### src/rtl/filter_scheduler.sv
// Multi-channel glitch filter: one shared stability-count datapath scans all
// channels on each prescaler tick and reports committed level changes as events.
module filter_scheduler #(
    parameter int NCH     = 4,
    parameter int CNT_W   = 4,
    parameter int PRESC_W = 8,
    parameter int CH_W    = $clog2(NCH)
) (
    input  logic               clock,
    input  logic               reset,
    input  logic               enable,
    input  logic [PRESC_W-1:0] presc_div,
    input  logic [CNT_W-1:0]   threshold,
    input  logic [NCH-1:0]     sig_in,
    output logic [NCH-1:0]     sig_out,
    output logic               evt_valid,
    input  logic               evt_ready,
    output logic [CH_W-1:0]    evt_ch,
    output logic               evt_level,
    output logic               busy,
    output logic               overrun
);

    typedef enum logic [1:0] {
        ST_IDLE = 2'd0,
        ST_SCAN = 2'd1,
        ST_EMIT = 2'd2
    } state_t;

    logic [NCH-1:0]     sync_meta_r;
    logic [NCH-1:0]     sync_r;
    logic [PRESC_W-1:0] presc_r;
    logic               tick_s;

    state_t             state_r;
    state_t             state_nx_s;
    logic [CH_W-1:0]    idx_r;
    logic [CH_W-1:0]    idx_nx_s;
    logic [CNT_W-1:0]   thr_r;
    logic [CNT_W-1:0]   thr_nx_s;
    logic [CNT_W-1:0]   cnt_r [NCH];

    logic [NCH-1:0]     sig_out_r;
    logic               evt_valid_r;
    logic [CH_W-1:0]    evt_ch_r;
    logic               evt_level_r;
    logic               busy_r;
    logic               overrun_r;

    logic               last_s;
    logic               differ_s;
    logic               reach_s;
    logic [CNT_W-1:0]   cnt_next_s;
    logic               commit_s;
    logic               clear_s;
    logic               incr_s;

    assign tick_s   = enable & (presc_r == presc_div);
    assign last_s   = (idx_r == CH_W'(NCH - 1));
    assign differ_s = (sync_r[idx_r] != sig_out_r[idx_r]);
    // One extra bit so an all-ones count plus one still compares correctly.
    assign reach_s  = (({1'b0, cnt_r[idx_r]} + {{CNT_W{1'b0}}, 1'b1}) >= {1'b0, thr_r});
    assign cnt_next_s = (&cnt_r[idx_r]) ? cnt_r[idx_r] : (cnt_r[idx_r] + CNT_W'(1));

    assign sig_out   = sig_out_r;
    assign evt_valid = evt_valid_r;
    assign evt_ch    = evt_ch_r;
    assign evt_level = evt_level_r;
    assign busy      = busy_r;
    assign overrun   = overrun_r;

    // Two-flop synchronizer for the raw pad inputs
    always_ff @(posedge clock or negedge reset) begin
        if (!reset) begin
            sync_meta_r <= {NCH{1'b0}};
            sync_r      <= {NCH{1'b0}};
        end else begin
            sync_meta_r <= sig_in;
            sync_r      <= sync_meta_r;
        end
    end

    // Sample-tick prescaler, divider compared live
    always_ff @(posedge clock or negedge reset) begin
        if (!reset) begin
            presc_r <= {PRESC_W{1'b0}};
        end else if (!enable) begin
            presc_r <= {PRESC_W{1'b0}};
        end else if (tick_s) begin
            presc_r <= {PRESC_W{1'b0}};
        end else begin
            presc_r <= presc_r + PRESC_W'(1);
        end
    end

    // Sticky flag for ticks that arrive while a scan is still running
    always_ff @(posedge clock or negedge reset) begin
        if (!reset) begin
            overrun_r <= 1'b0;
        end else if (!enable) begin
            overrun_r <= 1'b0;
        end else if (tick_s && (state_r != ST_IDLE)) begin
            overrun_r <= 1'b1;
        end else begin
            overrun_r <= overrun_r;
        end
    end

    // Scan FSM next-state and per-channel action decode
    always_comb begin
        state_nx_s = state_r;
        idx_nx_s   = idx_r;
        thr_nx_s   = thr_r;
        commit_s   = 1'b0;
        clear_s    = 1'b0;
        incr_s     = 1'b0;
        case (state_r)
            ST_IDLE: begin
                if (tick_s) begin
                    state_nx_s = ST_SCAN;
                    idx_nx_s   = {CH_W{1'b0}};
                    thr_nx_s   = (threshold == {CNT_W{1'b0}}) ? CNT_W'(1) : threshold;
                end else begin
                    state_nx_s = ST_IDLE;
                end
            end
            ST_SCAN: begin
                if (differ_s && reach_s) begin
                    commit_s   = 1'b1;
                    state_nx_s = ST_EMIT;
                end else begin
                    clear_s = !differ_s;
                    incr_s  = differ_s;
                    if (last_s) begin
                        state_nx_s = ST_IDLE;
                    end else begin
                        idx_nx_s = idx_r + CH_W'(1);
                    end
                end
            end
            ST_EMIT: begin
                if (evt_ready) begin
                    if (last_s) begin
                        state_nx_s = ST_IDLE;
                    end else begin
                        state_nx_s = ST_SCAN;
                        idx_nx_s   = idx_r + CH_W'(1);
                    end
                end else begin
                    state_nx_s = ST_EMIT;
                end
            end
            default: begin
                state_nx_s = ST_IDLE;
                idx_nx_s   = {CH_W{1'b0}};
            end
        endcase
    end

    // Scan FSM state, channel index, latched threshold and busy flag
    always_ff @(posedge clock or negedge reset) begin
        if (!reset) begin
            state_r <= ST_IDLE;
            idx_r   <= {CH_W{1'b0}};
            thr_r   <= {CNT_W{1'b0}};
            busy_r  <= 1'b0;
        end else begin
            state_r <= state_nx_s;
            idx_r   <= idx_nx_s;
            thr_r   <= thr_nx_s;
            busy_r  <= (state_nx_s != ST_IDLE);
        end
    end

    // Per-channel stability counters and filtered levels
    always_ff @(posedge clock or negedge reset) begin
        if (!reset) begin
            for (int i = 0; i < NCH; i++) begin
                cnt_r[i] <= {CNT_W{1'b0}};
            end
            sig_out_r <= {NCH{1'b0}};
        end else if (commit_s) begin
            cnt_r[idx_r]     <= {CNT_W{1'b0}};
            sig_out_r[idx_r] <= ~sig_out_r[idx_r];
        end else if (clear_s) begin
            cnt_r[idx_r] <= {CNT_W{1'b0}};
        end else if (incr_s) begin
            cnt_r[idx_r] <= cnt_next_s;
        end else begin
            sig_out_r <= sig_out_r;
        end
    end

    // Event port register; valid drops only on the handshake cycle
    always_ff @(posedge clock or negedge reset) begin
        if (!reset) begin
            evt_valid_r <= 1'b0;
            evt_ch_r    <= {CH_W{1'b0}};
            evt_level_r <= 1'b0;
        end else if (commit_s) begin
            evt_valid_r <= 1'b1;
            evt_ch_r    <= idx_r;
            evt_level_r <= sync_r[idx_r];
        end else if ((state_r == ST_EMIT) && evt_ready) begin
            evt_valid_r <= 1'b0;
        end else begin
            evt_valid_r <= evt_valid_r;
        end
    end

endmodule
### config.mk
export PLATFORM = sky130hd
export DESIGN_NAME = filter_scheduler
export DESIGN_NICKNAME = d
export VERILOG_FILES = /design/src/rtl/filter_scheduler.sv
export SDC_FILE = /design/constraint.sdc
export NUM_CORES = 1
export LEC_CHECK = 0
export CORE_MARGIN = 3
export CORE_UTILIZATION = 41
export DETAILED_ROUTE_END_ITERATION = 6
export PLACE_DENSITY = 0.68
export SETUP_SLACK_MARGIN = 0.15
export SYNTH_ARGS = -nofsm -noshare
export SYNTH_HDL_FRONTEND = slang
export SYNTH_SLANG_ARGS = --single-unit
### constraint.sdc
create_clock -name clock -period 4.08 [get_ports clock]
set_input_delay 0.612 -clock clock [delete_from_list [all_inputs] [get_ports clock]]
set_output_delay 0.612 -clock clock [all_outputs]
set_load 0.02 [all_outputs]
==> summary.md <==
| Metric | Value |
|---|---|
| Cell Area, Synth | 2470 um^2 |
| Post-CTS Setup Bufs | 0 |
| Largest net degree at the start of global routing | 51 |
| Setup TNS | 0 ns |
| Port-buffer cells | 29 |
| Commonest cells post-synth | 50 x dfrtp_1, 23 x mux2_2, 23 x nand2_1 |
| Post-synthesis xor/xnor area fraction | roughly 6% |
| DRC | 0 |
| Critical path required time | approximately 4.3 ns |
| Post-Syn Area per Cell | 12.2 um^2 |
| Leak | 1.38 nW |
| Crit path DAT | 3.65 ns |
| Vias per cell | 5.07 |
| Largest family of logic cells by synthesized area | multiplexers |
| Peak VDD IR | 171 uV |
| R2R setup slack | 0.62 ns |
| Worst hold stages | 0 |
| Mux cell area share after synthesis | 16.9% |
| Layout net count | 270 |
| Slew at the pin closest to its max-slew limit | approximately 0.63 ns |
| Mapped Cells | 202 |
| Starting Density | 43.6% |
| Kind of critical path | flip-flop to flip-flop |
| Worst R2R End | sig_out[0] |
| CTS tree | done |
| Final-report hold violation count | 0 |
| EDFF count, synth | 0 |
| Relative slew margins | 57.9% |
| Inserted Diodes | 0 |
| Reg-to-reg critical path startpoint | idx_r[0] |
| Clock Root Buffer | clkbuf_8 |
| Synthesis-to-layout area growth | 17.7% |
| Min Tclk post-route | around 3.5 ns |
| Vias in the first global route | 1636 |
| Synth Register Bits | 50 |
| Cell Rows | 27 |
| Total grt overflow | 0 |
| CTS max path bufs | 2 |
| Fin Hold WS | 0.352 ns |
| Post-synthesis sequential area ratio | between 50 and 60% |
| First-pass GRT wire length | between 7000 and 8000 um |
| Max Slew Vio Count | 0 |
| Ratio of cells with drive above 1 in the final layout | between 10% and 20% |
| Endpoint class of the critical path | flip-flop |
| HPWL after DPL | 3280 um |
| CTS Sinks | 50 |
| Simple-Gate Fraction of Synth Area | 11.8% |
| Synth Area in Adders | between 7 and 8% |
| # setup viols final | 0 |
| Core footprint | around 5700 um^2 |
| GRT Total Usage | 13.9% |
| Placer congestion estimate | around 0.84 |
| Power Dens Cells | 354 nW/um^2 |
| Result of the run | completed |
| Max-cap violations | 0 |
| Htree depth | 2 |
| Crit Path Max Fanout | 12 |
| Final Skew | about 0.013 ns |
| HP Class | flip-flop to flip-flop |
| Async set or reset register ratio after synthesis | between 90% and 100% |
| Main synth FF type | dfrtp_1 |
| Netlist cell types | 32 |
| Compound-cell area share of the yosys netlist | 5.11% |
| Ys Warns | 0 |
| Most frequent cell after synthesis | dfrtp_1 |
| Area leader, netlist | dfrtp_1 |
| I/O pins | 30 |
| Syn_nets | 236 |
| Routed wire length | 4460 um |
| Avg WL per Cell | 14.5 um |
| RSZ-0062 raised after global routing | no |
| Initial antenna violation count | 0 |
| Router iterations before antenna repair | 4 |
| Hold EP | sync_r[0] |
| Fmax | 289 MHz |
| Remaining antenna violation count | 0 |
| Post-CTS Resized | 0 |
| Worst-skew pair later-pin latency | 0.31 ns |
| Main area contributors after synthesis | dfrtp_1 51%, mux2_2 10%, ha_1 7.1% |
| CTS Buf Count | 5 |
| Worst-path clk slew | 0.09 ns |
| Initial detailed-routing violation count | 53 |
| Routed vias | 1562 |
| Hold-fix buffers, CTS | 0 |
| Synth top area share | between 50% and 60% |
| Hold_sp | sync_meta_r[0] |
| Die width | 83.7 um |
| Die footprint | 7000 um^2 |
| Period utilisation layout | between 80% and 90% |
| Startpoint Class | flip-flop |
| R2r worst-path depth | 9 |
| Die Y | 83.7 um |
[cells in the final DEF, fill, tap and decap left out]
cell type,n
a21oi_1,3
nand2b_1,3
o21ai_0,3
o21a_1,1
clkbuf_8,5
a21o_1,1
xnor2_1,3
a221oi_2,2
and3b_1,1
dfrtp_1,50
and4_1,2
buf_2,1
inv_1,9
a211o_1,1
and3_1,3
nor2_1,13
clkdlybuf4s50_1,28
xor2_1,14
clkbuf_1,1
mux2i_1,7
nand2_1,23
nand4_1,1
buf_4,1
clkinvlp_4,1
nor2b_1,1
and4b_1,1
nor4_1,2
nand4b_4,1
mux4_2,4
nor3_1,1
o22ai_1,1
nand3_1,6
ha_1,14
mux2_2,23
o31ai_1,4
a31oi_1,1
[sequential cells by signal (all words and copies together) (netlist names)]
register and cells:
busy 1, cnt_r 16, evt_ch 2, evt_level 1, evt_valid 1, idx_r 2, overrun 1, presc_r 8
sig_out 4, state_r 2, sync_meta_r 4, sync_r 4, thr_r 4
[layer usage]
| metal | vias to the layer above | part of all wire (%) | GRT usage, % |
|---|---|---|---|
| met5 | - | 0 | 0 |
| li1 | 771 | - | - |
| met1 | 759 | 49 | 18.9 |
| met4 | 0 | 1.6 | 4.82 |
| met3 | 6 | 3.6 | 3.46 |
| met2 | 26 | 46 | 21.7 |
[final cells by class]
class | instances | area (um^2)
fillers | 520 | 2770
clock inverters | 1 | 7.51
flip-flops and latches | 50 | 1250
clock buffers | 6 | 72.6
well taps | 72 | 90.1
repair buffers | 30 | 293
inverters | 9 | 33.8
multi-input cells | 140 | 1160
[stage by stage]
stage / instance area, um^2 / util, % / cells / power (mW) / setup slack [ns]
6_report: 2910 / 51.3 / 308 / 1.03 / 0.621
5_1_grt: 2910 / 51.3 / 308 / 1.09 / 0.366
4_1_cts: 2910 / 51.3 / 308 / 1.04 / 0.580
3_5_place_dp: 2830 / 49.9 / 301 / 0.764 / 0.609
3_3_place_gp: 2830 / 49.9 / 301 / 0.762 / 0.695
2_1_floorplan: 2470 / - / 202 / 0.695 / 1.07
[cell families (layout without fill, tap and decap cells)]
kind of cell / Yosys count / after routing
flops: 50 / 50
simple gates: 58 / 58
buf+inv: 12 / 46
xor+xnor: 17 / 17
fa+ha+maj: 14 / 14
mux: 34 / 34
compound gates: 17 / 17
[where the power goes]
part / internal, mW / switching (mW) / total, mW
clock: 0.118 / 0.159 / 0.276
combinational: 0.0960 / 0.0881 / 0.184
sequential: 0.519 / 0.0505 / 0.569
total: 0.732 / 0.297 / 1.03
[worst max-delay path by stage]
stage,end,depth (start not counted),from
finish,sig_out[0],9,idx_r[0]
global route,sig_out[0],9,idx_r[0]
CTS,sig_out[0],9,idx_r[0]
detailed placement,sig_out[0],9,idx_r[0]
global placement,sig_out[0],9,idx_r[0]
floorplan,sig_out[0],11,idx_r[0]
[worst max-delay path: stages, from the launching register on]
cell	delay [ns]
dfrtp_1	0.73
mux4_2	0.63
ha_1	0.25
xor2_1	0.21
ha_1	0.26
o21a_1	0.19
a221oi_2	0.27
and3b_1	0.34
nand2_1	0.13
mux2_2	0.33
Power figures use the tool's default switching activity.
